### src/rtl/disp_pkg.sv
// Shared encodings and round-robin search for the display source scheduler.
package disp_pkg;

    localparam int MAX_SRC = 8;

    localparam logic [1:0] ST_IDLE   = 2'd0;
    localparam logic [1:0] ST_SHOW   = 2'd1;
    localparam logic [1:0] ST_FREEZE = 2'd2;

    // Unused upper req bits are zero, so a mod-8 walk equals a mod-NUM_SRC walk.
    function automatic logic [2:0] next_req(
        input logic [MAX_SRC-1:0] req,
        input logic [2:0]         cur
    );
        logic [2:0] idx;
        logic [2:0] res;
        logic       found;
        res   = cur;
        found = 1'b0;
        for (int k = 1; k <= MAX_SRC; k++) begin
            idx = cur + 3'(k);
            if (!found && req[idx]) begin
                res   = idx;
                found = 1'b1;
            end
        end
        return res;
    endfunction

endpackage

### src/rtl/disp_src_sched_dwell_timer.sv
// Dwell counter: clear/enable, terminal count at DWELL_CYCLES-1.
module dwell_timer #(
    parameter int DWELL_CYCLES = 50_000_000,
    localparam int CNT_W = $clog2(DWELL_CYCLES)
) (
    input  logic clk,
    input  logic reset,
    input  logic clr,
    input  logic en,
    output logic tc
);

    localparam logic [CNT_W-1:0] LAST = CNT_W'(DWELL_CYCLES - 1);

    logic [CNT_W-1:0] cnt_q;
    logic [CNT_W-1:0] cnt_d;

    always_comb begin
        cnt_d = cnt_q;
        if (clr) begin
            cnt_d = '0;
        end else if (en) begin
            cnt_d = (cnt_q == LAST) ? '0 : cnt_q + CNT_W'(1);
        end
    end

    always_ff @(posedge clk) begin
        if (reset) begin
            cnt_q <= '0;
        end else begin
            cnt_q <= cnt_d;
        end
    end

    assign tc = (cnt_q == LAST);

endmodule

### src/rtl/disp_src_sched.sv
// Round-robin time-sharing of the 7-seg display between debug sources.
// DISP_SRC_TAG_EN: overlay the source index on display nibble 7.
module disp_src_sched
    import disp_pkg::*;
#(
    parameter int NUM_SRC      = 4,
    parameter int DWELL_CYCLES = 50_000_000,
    localparam int SEL_W = $clog2(NUM_SRC)
) (
    input  logic                  clk,
    input  logic                  reset,
    input  logic [NUM_SRC*32-1:0] src_val,
    input  logic [NUM_SRC-1:0]    src_req,
    input  logic                  auto_en,
    input  logic                  step,
    input  logic                  hold,
    output logic [31:0]           disp_val,
    output logic [SEL_W-1:0]      disp_sel,
    output logic                  disp_vld
);

    logic [1:0]         st_q, st_d;
    logic [SEL_W-1:0]   sel_q, sel_d;
    logic [31:0]        val_q, val_d;
    logic [31:0]        pick;
    logic [MAX_SRC-1:0] req8;
    logic [SEL_W-1:0]   nxt;
    logic               tmr_clr, tmr_en, tmr_tc;

    assign req8 = MAX_SRC'(src_req);
    assign nxt  = SEL_W'(next_req(req8, 3'(sel_q)));

    dwell_timer #(
        .DWELL_CYCLES(DWELL_CYCLES)
    ) u_dwell (
        .clk  (clk),
        .reset(reset),
        .clr  (tmr_clr),
        .en   (tmr_en),
        .tc   (tmr_tc)
    );

    always_comb begin
        st_d    = st_q;
        sel_d   = sel_q;
        tmr_clr = 1'b0;
        tmr_en  = 1'b0;
        unique case (st_q)
            ST_IDLE: begin
                tmr_clr = 1'b1;
                if (|src_req) begin
                    st_d  = ST_SHOW;
                    sel_d = SEL_W'(next_req(req8, 3'd7));
                end
            end
            ST_SHOW: begin
                if (hold) begin
                    st_d = ST_FREEZE;
                end else if (~|src_req) begin
                    st_d    = ST_IDLE;
                    tmr_clr = 1'b1;
                end else begin
                    tmr_en  = auto_en;
                    tmr_clr = !auto_en;
                    // Any mix of triggers collapses into a single advance.
                    if (step || (auto_en && tmr_tc) || !src_req[sel_q]) begin
                        sel_d   = nxt;
                        tmr_clr = 1'b1;
                    end
                end
            end
            ST_FREEZE: begin
                if (!hold) begin
                    if (~|src_req) begin
                        st_d    = ST_IDLE;
                        tmr_clr = 1'b1;
                    end else begin
                        st_d = ST_SHOW;
                        if (!src_req[sel_q]) begin
                            sel_d   = nxt;
                            tmr_clr = 1'b1;
                        end
                    end
                end
            end
            default: begin
                st_d    = ST_IDLE;
                tmr_clr = 1'b1;
            end
        endcase
    end

    always_comb begin
        pick = src_val[{sel_d, 5'd0} +: 32];
`ifdef DISP_SRC_TAG_EN
        pick[31:28] = 4'(sel_d);
`endif
    end

    always_comb begin
        val_d = val_q;
        if (st_d == ST_SHOW) begin
            val_d = pick;
        end else if (st_d == ST_IDLE) begin
            val_d = '0;
        end
    end

    always_ff @(posedge clk) begin
        if (reset) begin
            st_q  <= ST_IDLE;
            sel_q <= '0;
            val_q <= '0;
        end else begin
            st_q  <= st_d;
            sel_q <= sel_d;
            val_q <= val_d;
        end
    end

    assign disp_val = val_q;
    assign disp_sel = sel_q;
    assign disp_vld = (st_q != ST_IDLE);

endmodule

### config.mk
export PLATFORM = sky130hd
export DESIGN_NAME = disp_src_sched
export DESIGN_NICKNAME = d
export VERILOG_FILES = /design/src/rtl/disp_pkg.sv /design/src/rtl/disp_src_sched_dwell_timer.sv /design/src/rtl/disp_src_sched.sv
export SDC_FILE = /design/constraint.sdc
export NUM_CORES = 1
export LEC_CHECK = 0
export ABC_AREA = 1
export CAP_MARGIN = 20
export CORE_ASPECT_RATIO = 0.7
export CORE_MARGIN = 2
export CORE_UTILIZATION = 45
export DETAILED_ROUTE_END_ITERATION = 12
export PLACE_DENSITY = 0.9
export SYNTH_ARGS = -nofsm -noshare
export SYNTH_HDL_FRONTEND = slang
export SYNTH_HIERARCHICAL = 1
export SYNTH_SLANG_ARGS = --single-unit
### constraint.sdc
create_clock -name clk -period 3.22 [get_ports clk]
set_input_delay 0.644 -clock clk [delete_from_list [all_inputs] [get_ports clk]]
set_output_delay 0.644 -clock clk [all_outputs]
set_load 0.1 [all_outputs]
Word-level counts from Yosys, hierarchy flattened
Index checks and enable logic that the tools add are counted.
{"block": "op_classes", "n_eq_ne": 4, "reduce_logical": 31, "shifts": 1, "muxes": 72, "addsub": 8, "n_lt_le_gt_ge": 9}
{"operator": "128-bit by 8-bit variable part select with 32-bit output", "n": 1}
{"operator": "32-bit two-way mux", "n": 2}
{"operator": "2-bit two-way mux", "n": 23}
{"operator": "1-bit two-way mux", "n": 35}
{"operator": "3-bit by 4-bit < comparator with 1-bit output (second input constant)", "n": 7}
{"operator": "26-bit by 1-bit adder with 26-bit output (second input constant)", "n": 1}
{"operator": "26-bit == test (second input constant)", "n": 1}
{"operator": "26-bit two-way mux", "n": 1}
{"operator": "1-bit binary-select mux with 3-bit select", "n": 7}
{"operator": "2-bit by 3-bit adder with 3-bit output (second input constant)", "n": 4}
{"operator": "1-bit logical NOT", "n": 12}
{"operator": "2-bit case mux with 3 select lines", "n": 2}
{"operator": "1-bit logical AND", "n": 11}
{"operator": "2-bit by 2-bit adder with 3-bit output (second input constant)", "n": 2}
{"operator": "2-bit by 1-bit == test with 1-bit output (second input constant)", "n": 2}
{"operator": "2-bit logical NOT", "n": 2}
{"operator": "2-bit by 4-bit < comparator with 1-bit output (second input constant)", "n": 1}
{"operator": "2-bit nonzero test", "n": 2}
{"operator": "4-bit OR reduction", "n": 1}
{"operator": "2-bit by 1-bit adder with 3-bit output (second input constant)", "n": 1}
{"operator": "2-bit by 3-bit < comparator with 1-bit output (second input constant)", "n": 1}
{"operator": "1-bit binary-select mux with 2-bit select", "n": 1}
{"operator": "2-bit == test (second input constant)", "n": 1}
{"operator": "1-bit logical OR", "n": 2}
{"operator": "2 further kinds", "n": 2}
{"block": "totals", "regBits": 62, "output_inout_bits": 35, "input_bits": 137}

Logic depth before layout (Yosys ltp)
Gate-level depths: netlist of the first run.
{"block": "logic_depth", "depth_word": 31, "depth_mapped": 23}

Cells and area by module
Netlist of the first run, hierarchy kept.
{"module": "disp_src_sched", "n_inst": 1, "area_per_inst_um2": 2889.0, "cells_per_inst": 484}
{"module": "dwell_timer", "n_inst": 1, "area_per_inst_um2": 1525.2, "cells_per_inst": 223}

Worst setup path after synthesis of the first run
OpenSTA, ideal clock, no wires.
{"block": "synth_path", "kind": "register to register", "from": "register sel_q[1] (netlist: disp_sel[1])", "to": "register val_q[0] (netlist: disp_val[0])", "setup_time_ns": 0.115, "path_slack_ns": 0.014, "path_stages_with_launch": 22, "required_ns": 3.105, "t_arrival_ns": 3.090, "path_cell_list": "dfxtp_1 inv_1 ha_1 inv_2 nand3_2 nand3_2 nand4_1 nand2_1 nand2_1 nand2_1 nand2_1 nand2_1 nand2_1 nand2_1 nand2_1 nand2_2 buf_6 buf_6 nand2_1 nand3_1 nand3_1 nand2_1"}
{"block": "synth_between", "elab_chain_cells": 31, "word_cells_on_any_way": 65, "cone_classes": "add/sub: 7; shift: 1; mux: 41; reduce/logical: 16"}
{"element": "start, declared", "line": "disp_src_sched.sv:23", "rtl": "logic [SEL_W-1:0] sel_q, sel_d;"}
{"element": "start signal, assigned", "line": "disp_src_sched.sv:116", "rtl": "sel_q <= sel_d;"}
{"element": "2-bit by 1-bit adder with 3-bit output", "line": "disp_pkg.sv:21", "rtl": "idx = cur + 3'(k);"}
{"element": "1-bit binary-select mux with 3-bit select", "line": "disp_pkg.sv:22", "rtl": "if (!found && req[idx]) begin"}
{"element": "1-bit two-way mux (implied by the code)", "line": "disp_pkg.sv:22"}
{"element": "1-bit two-way mux", "line": "disp_pkg.sv:22"}
{"element": "1-bit logical NOT", "line": "disp_pkg.sv:22"}
{"element": "1-bit logical AND", "line": "disp_pkg.sv:22"}
{"element": "1-bit two-way mux", "line": "disp_pkg.sv:22"}
{"element": "1-bit logical NOT", "line": "disp_pkg.sv:22"}
{"element": "[... 15 more ...]"}
{"element": "1-bit logical AND", "line": "disp_pkg.sv:22"}
{"element": "2-bit two-way mux", "line": "disp_pkg.sv:22"}
{"element": "2-bit two-way mux (on tied branches)", "line": "disp_src_sched.sv:79, disp_src_sched.sv:66"}
{"element": "2-bit two-way mux (on tied branches)", "line": "disp_src_sched.sv:74, disp_src_sched.sv:59"}
{"element": "2-bit two-way mux (on tied branches)", "line": "disp_src_sched.sv:73, disp_src_sched.sv:57"}
{"element": "2-bit case mux with 3 select lines *", "line": "disp_src_sched.sv:48", "rtl": "unique case (st_q)"}
{"element": "128-bit by 8-bit variable part select with 32-bit output *", "line": "disp_src_sched.sv:94", "rtl": "pick = src_val[{sel_d, 5'd0} +: 32];"}
{"element": "32-bit two-way mux *", "line": "disp_src_sched.sv:102", "rtl": "if (st_d == ST_SHOW) begin"}
{"element": "end signal, assigned", "line": "disp_src_sched.sv:117", "rtl": "val_q <= val_d;"}
{"element": "end, declared", "line": "disp_src_sched.sv:24", "rtl": "logic [31:0] val_q, val_d;"}
Every way passes the cells marked *; elsewhere a longest branch is shown, timed or not. The select of a mux whose other input is x is not followed.
A chain may end at the register's enable or synchronous reset.

Final worst setup path of the first run
{"block": "layout_path", "from": "register sel_q[0] (netlist: disp_sel[0])", "to": "register val_q[12] (netlist: disp_val[12])"}
The elaborated chain is that of the path after synthesis.

==> qor_table.md, run 1 <==
| Step | Result | This run |
|---|---|---|
| outcome | Outcome | finished clean |
| timing | Sum of negative setup slack | 0 ns |
| floorplan | Die width | 122 um |
| placed design | Placement Setup Slack | 0.175 ns |
| drt | Starting DRC count in detailed routing | 445 |
| synthesis | Synth Cell Area | 0.00441 mm^2 |
| drt | Final Routed Wirelength | 14,000 um |
| synthesis | Synthesis-stage register bit count | 62 |
| drt | Remaining number of nets flagged by the antenna check after routing | 0 |
| cts | Post CTS Setup Buffer Count | 0 |
| cts | Sink count of the clock tree | 62 |
| power and ir drop | Total Power Consumption | 5.21 mW |
| finish | Ratio of cells with drive above 1 in the final layout | 12.1% |
| synthesis | Count of different cell masters after synthesis | 42 |
| synthesis | Primary flip-flop cell chosen by synthesis mapping | sky130_fd_sc_hd__dfxtp_1 |
| cts | # hold bufs at CTS | 0 |
| global route | First-pass GRT wire length | 22,800 um |
| placed design | Post-DP HPWL | 10,400 um |
| drt | First-pass iteration count of the detailed router | 5 |
| synthesis | Sequential fraction of the synthesis area | 28.1% |
| synthesis | Yosys Warn Count | 6 |
| floorplan | Die Footprint | 0.0106 mm^2 |
| drt | Via count of the routed design | 5,253 |
| floorplan | Core Region | 0.00961 mm^2 |
| global route | Initial antenna violation count | 0 |
| cts | Cts bufs inserted | 9 |
| timing | Final Worst Setup Slack | 0.445 ns |
| synthesis | Ys async rst share | 0% |
| timing | Count of final setup violators | 0 |
| cts | Number of resized instances in the post-cts repair step | 0 |
| timing | Min cycle time layout | 2.77 ns |
| worst setup path | Destination of the worst register-to-register timing path | disp_val[12] |
| timing | Setup repair after global routing missed its margin | no |
| timing | Normalized max-slew margin | 56.0% |
| worst setup path | Endpoint of the most critical setup path | disp_val[12] |
| synthesis | Number of instances in the synthesized netlist | 707 |
| timing | Fin. Hold Viols | 0 |
| floorplan | I/O Pins | 172 |
| global route | GR Util All Layers | 26.8% |
| worst setup path | Depth of the worst register-to-register path | 20 |
| power and ir drop | Highest ir drop seen on vdd | 0.699 mV |
| cts | CTS tree | done |
| cts | Insertion delay to the later sink of the worst-skew pair | 0.33 ns |
| worst setup path | Critical-path maximum fanout | 35 |
| timing | Count of pins over their slew limit | 0 |
| cts | Clock transition at the registers of the reported paths | 0.05 ns |
| finish | Inserted Diodes | 0 |
| drt | DR WL/cell | 14.0 um |
| worst setup path | Crit end category | flip-flop |
| hold path | Class of the tightest hold or removal check | reg -> reg |
| worst setup path | Reg2reg setup slack | 0.45 ns |
| floorplan | Die boundary height | 86.9 um |
| worst setup path | Launching point of the worst reg2reg path | disp_sel[0] |
| timing | Max Clk Rate | 360 MHz |
| cts | CTS H-tree depth | 3 |
| global route | Number of global-route vias before repair | 4,868 |
| finish | Layout overhead on the synthesized area | 45.1% |
| finish | Leading cell type in the layout, fill and taps excluded | sky130_fd_sc_hd__nand2_1 |
| finish | Final-stage net count | 1,014 |
| synthesis | Synth Net Count | 852 |
| cts | Number of buffers on the longest clock path | 2 |
| drt | Number of remaining DRC errors | 0 |
| job | Number of max-capacitance violations reported | 0 |
| global route | Aggregate global routing overflow | 0 |
| floorplan | Starting density of the core | 45.9% |
| timing | Final clock period utilization by the worst path | 86.2% |
| worst setup path | Arrival time reported for the critical path endpoint | 3.05 ns |
| placed design | Final RePlAce weighted congestion | 0.947 |
| finish | Post-layout utilization of the core | 66.7% |
| worst setup path | Crit Path Class | reg -> reg |
| power and ir drop | Leakage dissipation | 2.77 nW |
| finish | Most frequent cells in the layout | sky130_fd_sc_hd__nand2_1, sky130_fd_sc_hd__nand3_1, sky130_fd_sc_hd__clkdlybuf4s50_1 |
| synthesis | Number of enable flip-flop cells after synthesis | 0 |
| worst setup path | Data required time of the critical path | 3.49 ns |
| power and ir drop | Power Dens Cells | 814 mW/mm^2 |
| synthesis | Avg Cell Area, Syn | 6.24 um^2 |
| placed design | Number of I/O port buffers | 171 |
| worst setup path | Launching instance or port of the critical path | disp_sel[0] |
| timing | Post-route clock skew | 0.00562 ns |
| timing | Transition time at the pin with the least slew margin | 0.660 ns |
| drt | Via density per instance | 5.25 |
| floorplan | Row count | 30 |
| global route | Maximum number of pins on one net before global-route repair | 65 |
| worst setup path | CP startpoint kind | flip-flop |
| cts | Clock root cell | sky130_fd_sc_hd__clkbuf_16 |
==> Yosys cell counts, drive strengths merged (2+ instances only) <==
| cell | instances | area (um^2) |
|---|---|---|
| o311ai | 2 | 17.5 |
| xnor2 | 4 | 35.0 |
| clkbuf | 11 | 41.3 |
| nor3 | 7 | 40.0 |
| inv | 44 | 170 |
| nand3b | 3 | 22.5 |
| ha | 8 | 100 |
| nand3 | 192 | 991 |
| buf | 25 | 203 |
| nand4 | 9 | 62.6 |
| a21oi | 8 | 43.8 |
| o21ai | 10 | 53.8 |
| a31oi | 2 | 12.5 |
| dfxtp | 62 | 1240 |
| nand2 | 227 | 885 |
| xor2 | 10 | 87.6 |
| nor2 | 72 | 330 |
==> report_power, final <==
| part | switching [mW] | internal [mW] | total (mW) |
|---|---|---|---|
| registers | 0.109 | 0.947 | 1.06 |
| logic | 2.38 | 0.894 | 3.27 |
| clock network | 0.327 | 0.557 | 0.885 |
==> how the worst min path moves through the flow <==
stage / cells after the start / to / startpoint
after floorplan: 1 / u_dwell/cnt_q[6] / u_dwell/cnt_q[6]
after global routing: 2 / disp_val[20] / disp_val[20]
after detailed placement: 2 / disp_val[0] / disp_val[0]
after CTS: 2 / disp_val[24] / disp_val[24]
final: 2 / disp_val[17] / disp_val[17]
after global placement: 2 / disp_val[8] / disp_val[8]
==> registers in the layout, summed over array words and instances (netlist names) <==
signal and cells:
disp_val 32, disp_sel 2, st_q 2, u_dwell/cnt_q 26
==> area by class of cell <==
| type | count | area (um^2) |
|---|---|---|
| Clock inverter | 1 | 5.00 |
| Multi-Input combinational cell | 564 | 2770 |
| Inverter | 45 | 174 |
| Timing Repair Buffer | 187 | 1790 |
| Sequential cell | 62 | 1240 |
| Clock buffer | 14 | 264 |
| Fill cell | 867 | 3200 |
| Tap cell | 128 | 160 |
==> stage by stage <==
stage | hold slack (ns) | cell area, um^2 | std cells
final | 0.453 | 6410 | 1001
after global routing | 0.471 | 6410 | 1001
after CTS | 0.457 | 6410 | 1001
after detailed placement | 0.446 | 6140 | 986
after global placement | 0.441 | 6140 | 986
after floorplan | 0.470 | 4410 | 707
==> critical path, cell delays in order (launching register included) <==
cell                      delay, ns
sky130_fd_sc_hd__dfxtp_1       0.40
sky130_fd_sc_hd__inv_6         0.07
sky130_fd_sc_hd__ha_1          0.40
sky130_fd_sc_hd__inv_2         0.13
sky130_fd_sc_hd__nand3_2       0.12
sky130_fd_sc_hd__nand3_2       0.13
sky130_fd_sc_hd__nand4_1       0.12
sky130_fd_sc_hd__nand2_1       0.12
sky130_fd_sc_hd__nand2_1       0.07
sky130_fd_sc_hd__nand2_1       0.06
sky130_fd_sc_hd__nand2_1       0.05
sky130_fd_sc_hd__nand2_1       0.05
sky130_fd_sc_hd__nand2_1       0.04
sky130_fd_sc_hd__nand2_1       0.07
sky130_fd_sc_hd__nand2_2       0.08
sky130_fd_sc_hd__nand2_2       0.25
sky130_fd_sc_hd__buf_12        0.23
sky130_fd_sc_hd__nand2_1       0.08
sky130_fd_sc_hd__nand3_1       0.09
sky130_fd_sc_hd__nand3_1       0.08
sky130_fd_sc_hd__nand2_1       0.06
==> logic make-up (layout without fill, tap and decap cells) <==
family,count (synthesis),in the layout,synth area share (%)
and+or+nand+nor,512,512,53.1
buffers and inverters,81,247,9.47
DFF,62,62,28.1
AOI/OAI and AO/OA,29,29,4.05
xor gates and xnor gates,14,14,2.78
adders and majority gates,8,8,2.27
muxes,1,1,0.227
==> layer usage <==
metal / GRT usage [%] / part of all wire [%] / vias up / routed length, um
li1: - / - / 2649 / -
met1: 34.7 / 43 / 2362 / 6030
met2: 42.7 / 46 / 212 / 6520
met3: 7.46 / 7.9 / 30 / 1110
met4: 10.0 / 2.6 / 0 / 363
met5: 0 / 0 / - / 0
Note: power is estimated with default switching activity, not from simulation.
==> inputs of run 2 (changes only) <==
--- a/config.mk
+++ b/config.mk
@@ -6,7 +6,7 @@
 export NUM_CORES = 1
 export LEC_CHECK = 0
 export ABC_AREA = 1
-export CAP_MARGIN = 20
+export CAP_MARGIN = 15
 export CORE_ASPECT_RATIO = 0.7
 export CORE_MARGIN = 2
 export CORE_UTILIZATION = 45
==> results of run 2 <==
Final layout, timing and power as in run 1 (identical DEF).
==> inputs of run 3 (changes only) <==
--- a/config.mk
+++ b/config.mk
@@ -11,6 +11,7 @@
 export CORE_MARGIN = 2
 export CORE_UTILIZATION = 45
 export DETAILED_ROUTE_END_ITERATION = 12
+export HOLD_SLACK_MARGIN = 0.12
 export PLACE_DENSITY = 0.9
 export SYNTH_ARGS = -nofsm -noshare
 export SYNTH_HDL_FRONTEND = slang
==> results of run 3 <==
Final layout, timing and power as in run 1 (identical DEF).
